--- config.mk ---
export PLATFORM = sky130hd
export DESIGN_NAME = tx_char_scheduler
export DESIGN_NICKNAME = d
export VERILOG_FILES = /design/src/rtl/spw_tx_pkg.sv /design/src/rtl/tx_credit_counter.sv /design/src/rtl/tx_char_scheduler.sv
export SDC_FILE = /design/constraint.sdc
export NUM_CORES = 1
export LEC_CHECK = 0
export CELL_PAD_IN_SITES_DETAIL_PLACEMENT = 2
export CELL_PAD_IN_SITES_GLOBAL_PLACEMENT = 2
export CORE_ASPECT_RATIO = 0.6
export CORE_MARGIN = 2
export CORE_UTILIZATION = 24
export DETAILED_ROUTE_END_ITERATION = 10
export PLACE_DENSITY_LB_ADDON = 0.1
export SYNTH_ARGS = -nofsm -noshare
export SYNTH_HDL_FRONTEND = slang
export SYNTH_SLANG_ARGS = --single-unit
--- constraint.sdc ---
create_clock -name pclk_tx -period 2.8 [get_ports pclk_tx]
set_input_delay 0.56 -clock pclk_tx [delete_from_list [all_inputs] [get_ports pclk_tx]]
set_output_delay 0.56 -clock pclk_tx [all_outputs]
set_load 0.02 [all_outputs]
--- src/rtl/spw_tx_pkg.sv ---
// Shared constants for the SpaceWire transmit path: character codes, credit limits and scheduler states.
package spw_tx_pkg;

  typedef enum logic [2:0] {
    CHAR_NULL = 3'd0,
    CHAR_FCT  = 3'd1,
    CHAR_DATA = 3'd2,
    CHAR_EOP  = 3'd3,
    CHAR_EEP  = 3'd4,
    CHAR_TIME = 3'd5
  } char_t;

  typedef enum logic [1:0] {
    ST_IDLE = 2'd0,
    ST_ARB  = 2'd1,
    ST_HOLD = 2'd2
  } tx_state_t;

  localparam logic [5:0] MAX_CREDIT = 6'd56;
  localparam logic [5:0] FCT_CREDIT = 6'd8;

  // Bit 8 marks an end-of-packet marker; a zero payload is EOP, anything else EEP.
  function automatic char_t nchar_type(input logic [8:0] head);
    if (!head[8])
      return CHAR_DATA;
    else if (head[7:0] == 8'd0)
      return CHAR_EOP;
    else
      return CHAR_EEP;
  endfunction

  function automatic logic is_nchar(input char_t t);
    return (t == CHAR_DATA) || (t == CHAR_EOP) || (t == CHAR_EEP);
  endfunction

endpackage

--- src/rtl/tx_credit_counter.sv ---
// Transmit credit counter: +8 per received FCT, -1 per sent N-Char, saturating at 56 with an error pulse.
module tx_credit_counter
  import spw_tx_pkg::*;
(
  input  logic       clk,
  input  logic       rst,
  input  logic       clear,
  input  logic       inc,
  input  logic       dec,
  output logic [5:0] credit,
  output logic       credit_error
);

  logic [6:0] sum;
  logic       over;
  logic [5:0] credit_next;

  // Overflow is judged on the pre-decrement value, so a rejected +8 still lets the -1 through.
  always_comb begin
    sum          = {1'b0, credit} + {1'b0, FCT_CREDIT};
    over         = inc && !clear && (sum > {1'b0, MAX_CREDIT});
    credit_error = over;
    credit_next  = credit;
    if (inc && !over)
      credit_next = sum[5:0];
    if (dec && (credit_next != '0))
      credit_next = credit_next - 6'd1;
  end

  always_ff @(posedge clk or posedge rst) begin
    if (rst)
      credit <= '0;
    else if (clear)
      credit <= '0;
    else
      credit <= credit_next;
  end

endmodule

--- src/rtl/tx_char_scheduler.sv ---
// SpaceWire transmit character scheduler: TIME > FCT > N-Char > NULL arbitration with registered pick.
// Optional time-code support is enabled by defining TX_TIMECODE_EN.
module tx_char_scheduler
  import spw_tx_pkg::*;
(
  input  logic       pclk_tx,
  input  logic       reset_tx,
  input  logic       send_null_tx,
  input  logic       send_fct_tx,
  input  logic       send_nchar_tx,
  input  logic [2:0] fct_flag_p,
  output logic       fct_sent,
  input  logic       fct_received,
  output logic       credit_error,
  input  logic       tick_in,
  input  logic [7:0] time_in,
  input  logic       fifo_empty,
  input  logic [8:0] fifo_data,
  output logic       fifo_rd,
  output logic       char_valid,
  input  logic       char_ready,
  output logic [2:0] char_type,
  output logic [7:0] char_data
);

  tx_state_t  state, state_next;
  char_t      pick_type, hold_type;
  logic [7:0] pick_data, hold_data;
  logic       any_send;
  logic       accept;
  logic [5:0] credit;
  logic       tick_pending;
  logic [7:0] tick_value;

  assign any_send = send_null_tx || send_fct_tx || send_nchar_tx;

  tx_credit_counter u_credit (
    .clk          (pclk_tx),
    .rst          (reset_tx),
    .clear        (!any_send),
    .inc          (fct_received),
    .dec          (fifo_rd),
    .credit       (credit),
    .credit_error (credit_error)
  );

`ifdef TX_TIMECODE_EN
  // A tick coinciding with acceptance of the previous time-code re-arms the latch.
  always_ff @(posedge pclk_tx or posedge reset_tx) begin
    if (reset_tx) begin
      tick_pending <= 1'b0;
      tick_value   <= '0;
    end else if (!any_send) begin
      tick_pending <= 1'b0;
    end else if (tick_in) begin
      tick_pending <= 1'b1;
      tick_value   <= time_in;
    end else if (accept && (hold_type == CHAR_TIME)) begin
      tick_pending <= 1'b0;
    end
  end
`else
  logic tick_unused;
  assign tick_unused  = tick_in ^ (^time_in);
  assign tick_pending = 1'b0;
  assign tick_value   = '0;
`endif

  always_ff @(posedge pclk_tx or posedge reset_tx) begin
    if (reset_tx)
      state <= ST_IDLE;
    else
      state <= state_next;
  end

  always_comb begin
    state_next = state;
    if (!any_send) begin
      state_next = ST_IDLE;
    end else begin
      unique case (state)
        ST_IDLE: state_next = ST_ARB;
        ST_ARB:  state_next = ST_HOLD;
        ST_HOLD: if (accept) state_next = ST_ARB;
        default: state_next = ST_IDLE;
      endcase
    end
  end

  always_comb begin
    pick_type = CHAR_NULL;
    pick_data = '0;
    if (send_nchar_tx && tick_pending) begin
      pick_type = CHAR_TIME;
      pick_data = tick_value;
    end else if ((send_fct_tx || send_nchar_tx) && (fct_flag_p != '0)) begin
      pick_type = CHAR_FCT;
    end else if (send_nchar_tx && !fifo_empty && (credit != '0)) begin
      pick_type = nchar_type(fifo_data);
      pick_data = fifo_data[8] ? '0 : fifo_data[7:0];
    end
  end

  always_ff @(posedge pclk_tx or posedge reset_tx) begin
    if (reset_tx) begin
      hold_type <= CHAR_NULL;
      hold_data <= '0;
    end else if (!any_send) begin
      hold_type <= CHAR_NULL;
      hold_data <= '0;
    end else if (state == ST_ARB) begin
      hold_type <= pick_type;
      hold_data <= pick_data;
    end
  end

  always_comb begin
    char_valid = (state == ST_HOLD);
    accept     = char_valid && char_ready;
    fct_sent   = accept && (hold_type == CHAR_FCT);
    fifo_rd    = accept && is_nchar(hold_type);
    char_type  = hold_type;
    char_data  = hold_data;
  end

endmodule

Yosys cells after proc, flatten, opt, wreduce, memory -nomap -nowiden:

Cells that the tools add are included.

* register bits: 19
* input port bits: 29
* word-level logic and storage cells: 54

* $add $sub $neg: 2
* magnitude comparators: 1
* equality and inequality tests: 8
* multiplexer cells: 17
* reductions and logical operators: 22

Operators by type and width (count)
* $mux 8: 5
* $mux 3: 6
* $mux 6: 3
* $reduce_bool 6->1: 2
* $logic_and 1x1->1: 10
* $logic_not 8->1: 1
* $add 6x4->7 const B: 1
* $gt 7x6->1 const B: 1
* $eq 3x2->1 const B: 2
* $pmux 2 s3: 1
* $sub 6x1->6 const B: 1
* $logic_or 1x1->1: 5
* $mux 2: 2
* $eq 3x1->1 const B: 1
* $eq 3x3->1 const B: 1
* $ne 3x2->1 const B: 1
* $reduce_bool 3->1: 1
* $eq 2x1->1 const B: 1
* $eq 2x2->1 const B: 1
* $logic_not 1->1: 2
* $logic_not 2->1: 1
* $ne 2x1->1 const B: 1

Logic depth before layout (Yosys ltp):

Gate-level depths: netlist of the first run.

* depth in word-level cells: 11
* depth in mapped cells: 8
* gate-level depth less buffers: 8

Modules after synthesis:

A second synthesis of the first run with hierarchy kept.

* cell total of the unflattened synthesis: 108
* area, all modules: 1101.1 µm²

Modules (own cells, without submodules)
* tx_char_scheduler: instances 1, cells each 53, area each 599.3 µm², seq. area each 325.3 µm²
* tx_credit_counter: instances 1, cells each 55, area each 501.7 µm², seq. area each 150.1 µm²

Worst setup path before layout of the first run:

OpenSTA, ideal clock, no wires.

* path type: register -> output
* start: register u_credit.credit[3]
* end: output port credit_error
* data arrival time: 1.533 ns
* data required time: 2.240 ns
* slack: 0.707 ns
* cell stages (with the launch flop): 6
* path buffers: 0
* path through: dfrtp_1 inv_1 ha_1 or4b_4 nand3_1 a21oi_1

* word-level cells in the longest chain between the ends: 3

RTL lines
* start, declared: line tx_credit_counter.sv:10 `output logic [5:0] credit,`
* start signal, assigned: line tx_credit_counter.sv:36 `credit <= credit_next;`
* $add 6x4->7: line tx_credit_counter.sv:20 `sum = {1'b0, credit} + {1'b0, FCT_CREDIT};`
* $gt 7x6->1: line tx_credit_counter.sv:21 `over = inc && !clear && (sum > {1'b0, MAX_CREDIT});`
* $logic_and 1x1->1: line tx_credit_counter.sv:21
* end, declared: line tx_char_scheduler.sv:14 `output logic credit_error,`

Every way passes these cells.

Final worst setup path of the first run:

Same ends and word-level chain as after synthesis.

==> impl_metrics.tcl, run 1 <==
set metrics [dict create \
    r2r-end "u_credit.credit[5]" \
    htree_levels 1 \
    drive_gt1_share_pct 11.5 \
    synth.area.top_cells "dfrtp_1 (44%), a22o_1 (7.3%), ha_1 (3.5%)" \
    cts_num_sinks 19 \
    syn_to_final_growth_pct 45.7 \
    finalSetupViolCount 0 \
    whs_endpoint "state[0]" \
    synthFlopType "dfrtp_1" \
    hp-class "reg -> reg" \
    die_area_um2 5040 \
    cts_hold_buf 0 \
    antenna_left 0 \
    synth_cells 107 \
    finalCriticalPeriod_ns 2.66 \
    synth.top_cells.by_count "dfrtp_1 (19), a22o_1 (9), nand2_1 (9), nor2_1 (9)" \
    clk_pin_slew_ns 0.08 \
    critPathArrivalTime_ns 2.10 \
    clock_latency_ns 0.27 \
    seq_area_frac_synth_pct 44.3 \
    r2r_setup_slack_ns 0.47 \
    max_slew_margin_pct 49.6 \
    synth_top_area_share_pct 44.3 \
    cp_cell_sequence "inv_1 -> ha_1 -> or4b_4 -> nand3_1 -> a21oi_1 -> dlygate4sd2_1" \
    max_freq_mhz 375 \
    critPathMaxStageDelay_ns 0.50 \
    p_leak_nw 0.653 \
    grt_pass1_wl_mm 5.28 \
    yosysMostFrequentCell "dfrtp_1" \
    drtIter0Drc 37 \
    reg2reg_depth 8 \
    path_class "reg -> out" \
    fin_nets 181 \
    cts_max_path_buffers 2 \
    portBuffers 34 \
    grtUsageTotal_pct 13.2 \
    grt_start_max_net_pins 20 \
    viasPerCell 4.71 \
    rows 18 \
    startpoint "u_credit.credit[3]" \
    peakVddDrop_mv 0.314 \
    fp.dieH_um 55.8 \
    power_density_nw_per_um2 728 \
    cts_tree "yes" \
    cts_root_buf "clkbuf_8" \
    status "completed" \
    numCtsBuffers 3 \
    critPathTopFamily "simple AND/OR/NAND/NOR gates" \
    place.gp.congestion 0.715 \
    critical_path.slowest_cell "or4b_4" \
    end_kind "primary output" \
    syn-cell-area_um2 1070 \
    ys_ff_latch 19 \
    synthArstFlopShare_pct 100 \
    postPlaceCellArea_um2 1520 \
    cp_max_fo 6 \
    synth_top_area_cell "dfrtp_1" \
    boundaryPins 44 \
    wl_mm 3.17 \
    cp_data_required_time_ns 2.24 \
    critical_path_buf_inv_count 2 \
    synth-edff-count 0 \
    synth_cell_types 36 \
    wl_per_cell_um 15.3 \
    pre_cts_ws_ns 0.116 \
    rsz0062_at_grt "no" \
    worstHoldPathCells 1 \
    cap_violations 0 \
    setup_tns_ns 0 \
    worstMarginPinSlew_ns 0.756 \
    routed-via-count 979 \
    syn_avg_cell_area_um2 10.0 \
    final.setup.worst_slack_ns 0.136 \
    final_cell_area_um2 1560 \
    dp_hpwl_mm 2.59 \
    die_w_um 90.3 \
    drc 0 \
    drv_slew 0 \
    antenna_cells 0 \
    grt.overflow.total 0 \
    hp-start "state[0]" \
    r2r_start "u_credit.credit[3]" \
    finalCritPeriodShare_pct 95.2 \
    crit_path_start_kind "flip-flop" \
    first_global_vias 1039 \
    hold_violations 0 \
    syn_nets 139 \
    yosys_warnings 0 \
    start_util_pct 25.5 \
    grt_antenna_before_repair 0 \
    finalClockSkew_ns 0.00857 \
    drtPass1Iterations 4 \
    core_area_um2 4210 \
]
==> state kept, by name, indices dropped and copies added, names as in the netlist <==
name,cells
char_type,3
char_data,8
u_credit.credit,6
state,2
==> area by class of cell <==
class / instances / area [µm²]
sequential: 19 / 477
clock buffer: 3 / 41.3
tap: 60 / 75.1
fill: 474 / 2650
inverter: 4 / 15.0
clock inverter: 1 / 7.51
multi-input combinational: 83 / 579
timing repair buffer: 38 / 369
==> where the power goes <==
part,switching (mW),internal (mW)
logic,0.297,0.237
clock network,0.102,0.101
registers,0.0692,0.332
total,0.468,0.670
==> repair_timing <==
action	4_1_cts	5_1_grt
gates resized for setup	2	0
setup endpoints to repair	1	0
buffers inserted	0	0
==> stage by stage <==
step	power [mW]	hold WS, ns	util (%)	instances
3_5_place_dp	0.947	0.493	36.0	204
4_1_cts	1.16	0.505	37.1	208
3_3_place_gp	0.926	0.484	36.0	204
5_1_grt	1.23	0.540	37.1	208
2_1_floorplan	0.754	0.448	-	107
6_report	1.14	0.501	37.1	208
==> cells by family (layout without fill, tap and decap cells) <==
family | after synthesis | after routing | share of synthesized area [%]
adder cells (fa/ha/maj) | 3 | 3 | 3.50
flip-flops | 19 | 19 | 44.3
AND/OR/NAND/NOR | 45 | 45 | 23.7
XOR/XNOR | 6 | 6 | 5.60
buffers and inverters | 5 | 46 | 1.75
AO/OA/AOI/OAI | 29 | 29 | 21.2
==> layout by cell type (no fill, tap or decap), types with 3 or more instances in the layout <==
cell             netlist  layout
buf_4                  0       4
xor2_1                 3       3
nor2_1                 9       9
a21oi_1                6       6
nand2b_1               3       3
inv_1                  4       4
nand3_1                6       6
nor2b_1                3       3
a22o_1                 9       9
clkdlybuf4s50_1        0      33
nand2_1                9       9
dfrtp_1               19      18
clkbuf_8               0       3
ha_1                   3       3
==> worst max-delay path by stage <==
stage | cells past startpoint | to
3_5_place_dp | 6 | credit_error
4_1_cts | 6 | credit_error
3_3_place_gp | 6 | credit_error
5_1_grt | 6 | credit_error
6_report | 6 | credit_error
2_1_floorplan | 5 | credit_error
==> layer usage <==
metal / up-vias / global-route usage (%) / routed length (µm)
met3: 2 / 4.47 / 104
met1: 483 / 18.0 / 1620
met4: 0 / 1.98 / 8
li1: 481 / - / -
met5: - / 0 / 0
met2: 13 / 20.9 / 1440
No activity file was read; power rests on OpenSTA's default activity.
==> run 2: changes to the inputs <==
- MAX_ROUTING_LAYER: default -> met4
==> run 2 against run 1 <==
Via count up 0.51%. Sequential cell count did not move. Global-route usage up 0.38 points. Sequential power is essentially flat. Maximum frequency barely moved. First-iteration DRC count fell by 14%. Critical endpoint unchanged. Highest routed layer unchanged.
==> impl_metrics.tcl, run 2 (synthesized netlist as in run 1, its figures left out) <==
set metrics [dict create \
    status "completed" \
    drv_slew 0 \
    cp_data_required_time_ns 2.24 \
    fin_nets 181 \
    viasPerCell 4.73 \
    peakVddDrop_mv 0.314 \
    rows 18 \
    finalSetupViolCount 0 \
    cap_violations 0 \
    clock_latency_ns 0.27 \
    startpoint "u_credit.credit[3]" \
    final_cell_mix "clkdlybuf4s50_1 (33), dfrtp_1 (18), nor2_1 (9), a22o_1 (9), nand2_1 (9)" \
    cts_max_path_buffers 2 \
    setup_tns_ns 0 \
    die_area_um2 5040 \
    path_class "reg -> out" \
    finalCriticalPeriod_ns 2.66 \
    grt_start_max_net_pins 20 \
    utilization_pct 37.1 \
    drtIter0Drc 32 \
    critPathMaxStageDelay_ns 0.50 \
    portBuffers 34 \
    postPlaceCellArea_um2 1520 \
    cp_max_fo 6 \
    max_freq_mhz 375 \
    cts_num_sinks 19 \
    hp-class "reg -> reg" \
    max_slew_margin_pct 49.5 \
    place.gp.congestion 0.723 \
    timing.hold.ws_ns 0.501 \
    wl_per_cell_um 15.2 \
    routed-via-count 984 \
    grt_antenna_before_repair 0 \
    finalCritPeriodShare_pct 95.2 \
    drc 0 \
    drive_gt1_share_pct 11.5 \
    grt_pass1_wl_mm 5.29 \
    power_density_nw_per_um2 728 \
    p_leak_nw 0.653 \
    cp_cell_sequence "inv_1 -> ha_1 -> or4b_4 -> nand3_1 -> a21oi_1 -> dlygate4sd2_1" \
    largest_reg_flops 8 \
    antenna_cells 0 \
    start_util_pct 25.5 \
    fp.dieH_um 55.8 \
    dp_hpwl_mm 2.59 \
    cts_root_buf "clkbuf_8" \
    boundaryPins 44 \
    cts_hold_buf 0 \
    worstMarginPinSlew_ns 0.756 \
    r2r_setup_slack_ns 0.47 \
    end_kind "primary output" \
    crit_path_start_kind "flip-flop" \
    core_area_um2 4210 \
    final.setup.worst_slack_ns 0.136 \
    numCtsBuffers 3 \
    clk_pin_slew_ns 0.08 \
    hp-start "state[0]" \
    finalClockSkew_ns 0.00851 \
    antenna_left 0 \
    rsz0062_at_grt "no" \
    critical_path.slowest_cell "or4b_4" \
    first_global_vias 1040 \
    grtUsageTotal_pct 13.6 \
    syn_to_final_growth_pct 45.7 \
    final_common_cell "clkdlybuf4s50_1" \
    grt.overflow.total 0 \
    final_cell_area_um2 1560 \
    critPathArrivalTime_ns 2.10 \
    htree_levels 1 \
    r2r_start "u_credit.credit[3]" \
    die_w_um 90.3 \
    hold_violations 0 \
    cts_tree "yes" \
    drtPass1Iterations 4 \
    pre_cts_ws_ns 0.116 \
    wl_mm 3.17 \
]
## run 2: cell counts in the layout (fill, tap and decap cells not counted)
No cell type changed its count.
## run 2: metrics by stage
stage               cells  power, mW
global placement      204      0.926
floorplan             107      0.754
finish                208       1.14
detailed placement    204      0.947
global route          208       1.23
CTS                   208       1.16
## run 2: final cells by class
type	count	area (µm²)
Multi-Input combinational cell	83	579
Clock buffer	3	41.3
Inverter	4	15.0
Timing Repair Buffer	38	369
Clock inverter	1	7.51
Sequential cell	19	477
Fill cell	474	2650
Tap cell	60	75.1
## run 2: routing by layer
metal	part of all wire, %	global-route usage, %	vias up
met4	0.38	1.98	0
met2	45	20.9	15
met1	50	18.1	484
li1	-	-	481
met3	4.2	4.34	4
met5	0	-	-
## run 2: final timing paths
| path | endpoint | cells after the start |
|---|---|---|
| worst min register to register | state[0] | 1 |
| min in group asynchronous | u_credit.credit[0] | 2 |
| max in group asynchronous | u_credit.credit[3] | 2 |
| worst max-delay path | credit_error | 6 |
| worst min-delay path | state[0] | 1 |
| worst max register to register | u_credit.credit[5] | 8 |
## run 2: worst max-delay path, delay by kind of cell, from the launching register on
family,cells,cell delay (ns)
buf+inv,2,0.41
fa+ha+maj,1,0.32
simple gates,2,0.60
flops,1,0.45
compound gates,1,0.06
## run 2: what timing repair did
| action | CTS | global route |
|---|---|---|
| endpoints found under the hold margin | 0 | 0 |
| gates resized for setup | 2 | 0 |
| setup buffers | 0 | 0 |
| setup endpoints to repair | 1 | 0 |
## run 2: power breakdown
part	switching (mW)	internal (mW)	total, mW
logic	0.297	0.237	0.534
registers	0.0692	0.332	0.401
clock network	0.102	0.101	0.203
==> run 3: changes to the inputs <==
- CORE_UTILIZATION: 24 -> 35
- DONT_BUFFER_PORTS: default -> 1
==> run 3 against run 2 <==
Sequential cell count did not move. Maximum frequency is 5.5% higher. Die area shrank 30%. Clock skew shrank 0.0042 ns. Worst hold slack worse by 0.19 ns. Clock power is 8% lower. Design area shrank 24%. Register-to-register slack lost 0.09 ns. Critical endpoint unchanged. Largest power group unchanged. Highest routed layer unchanged.
==> impl_metrics.tcl, run 3 (synthesized netlist as in run 1, its figures left out) <==
set metrics [dict create \
    grt_start_max_net_pins 20 \
    dp_hpwl_mm 2.39 \
    worstMarginPinSlew_ns 0.731 \
    rows 15 \
    drtPass1Iterations 3 \
    antenna_left 0 \
    place.gp.congestion 0.781 \
    r2r_start "u_credit.credit[3]" \
    portBuffers 0 \
    drv_slew 0 \
    grt_antenna_before_repair 0 \
    grt.overflow.total 0 \
    fin_nets 146 \
    drive_gt1_share_pct 13.3 \
    critPathArrivalTime_ns 1.97 \
    wl_met2_mm 1.27 \
    path_class "reg -> out" \
    start_util_pct 37.1 \
    end_kind "primary output" \
    fp.dieH_um 46.9 \
    hold_violations 0 \
    cts_hold_buf 0 \
    cts_resized 0 \
    peakVddDrop_mv 0.348 \
    finalSetupViolCount 0 \
    crit_path_start_kind "flip-flop" \
    rsz0062_at_grt "no" \
    cts_max_path_buffers 2 \
    clk_pin_slew_ns 0.07 \
    cap_violations 0 \
    routed-via-count 887 \
    grt_pass1_wl_mm 4.62 \
    post_cts_buffers 0 \
    met1_length_mm 1.46 \
    syn_to_final_growth_pct 11.0 \
    antenna_cells 0 \
    cp_data_required_time_ns 2.24 \
    first_global_vias 913 \
    cp_max_fo 6 \
    status "completed" \
    htree_levels 1 \
    finalCriticalPeriod_ns 2.53 \
    power_density_nw_per_um2 881 \
    met3_length_um 179 \
    drc 0 \
    clock_latency_ns 0.25 \
    largest_reg_flops 8 \
    wl_mm 2.91 \
    setup_tns_ns 0 \
    cts_num_sinks 19 \
    die_area_um2 3540 \
    boundaryPins 44 \
    die_w_um 75.5 \
    cts_tree "yes" \
    top_layer_used "met4" \
    grtUsageTotal_pct 18.6 \
    finalCritPeriodShare_pct 90.2 \
    final_common_cell "dfrtp_1" \
    finalClockSkew_ns 0.00435 \
    drtIter0Drc 33 \
    hp-class "in -> async" \
    wl_per_cell_um 18.8 \
    cts_root_buf "clkbuf_8" \
    startpoint "u_credit.credit[3]" \
    core_area_um2 2890 \
    nFillCells 322 \
    timing.hold.ws_ns 0.313 \
    viasPerCell 5.72 \
    max_freq_mhz 396 \
    p_leak_nw 0.524 \
    final_cell_mix "dfrtp_1 (19), nor2_1 (9), a22o_1 (9), nand2_1 (9)" \
    numCtsBuffers 3 \
    max_slew_margin_pct 51.2 \
]
==> run 3: power breakdown <==
part | switching [mW] | leakage, nW | internal (mW)
sequential | 0.0947 | 0.254 | 0.330
clock | 0.0883 | 0.0255 | 0.0987
combinational | 0.262 | 0.244 | 0.175
total | 0.445 | 0.524 | 0.604
==> run 3: worst paths after layout <==
path	to	slack [ns]	cells after the start
max in group asynchronous	state[1]	2.02	1
setup / recovery	credit_error	0.27	5
min in group pclk_tx	char_data[4]	0.43	1
hold reg to reg	state[0]	0.51	1
hold / removal	char_data[5]	0.31	1
setup reg to reg	u_credit.credit[5]	0.38	8
==> run 3: metrics by stage <==
| step | power (mW) | utilization [%] | instance area [µm²] | std cells | worst slack (ns) |
|---|---|---|---|---|---|
| global route | 1.13 | 41.2 | 1190 | 155 | 0.182 |
| finish | 1.05 | 41.2 | 1190 | 155 | 0.274 |
| detailed placement | 0.869 | 39.6 | 1140 | 151 | 0.454 |
| CTS | 1.06 | 41.2 | 1190 | 155 | 0.268 |
| global placement | 0.841 | 39.6 | 1140 | 151 | 0.509 |
| floorplan | 0.754 | - | 1070 | 107 | 0.707 |
==> run 3: critical path, stage by stage (launching register included) <==
cell	delay, ns
dfrtp_1	0.51
inv_1	0.11
ha_1	0.33
or4b_4	0.51
nand3_1	0.10
a21oi_1	0.16
==> run 3: metal layers <==
layer,GRT usage (%),vias to the layer above
li1,-,414
met1,27.4,447
met2,26.4,24
met3,4.94,2
met4,2.11,0
met5,-,-
==> run 3: area by class of cell <==
class / count / area, µm² / share of cell area, %
Multi-Input combinational cell: 83 / 579 / 48.6
Sequential cell: 19 / 475 / 39.9
Tap cell: 42 / 52.6 / 4.41
Clock buffer: 3 / 41.3 / 3.47
Timing Repair Buffer: 3 / 22.5 / 1.89
Inverter: 4 / 15.0 / 1.26
Clock inverter: 1 / 5.00 / 0.420
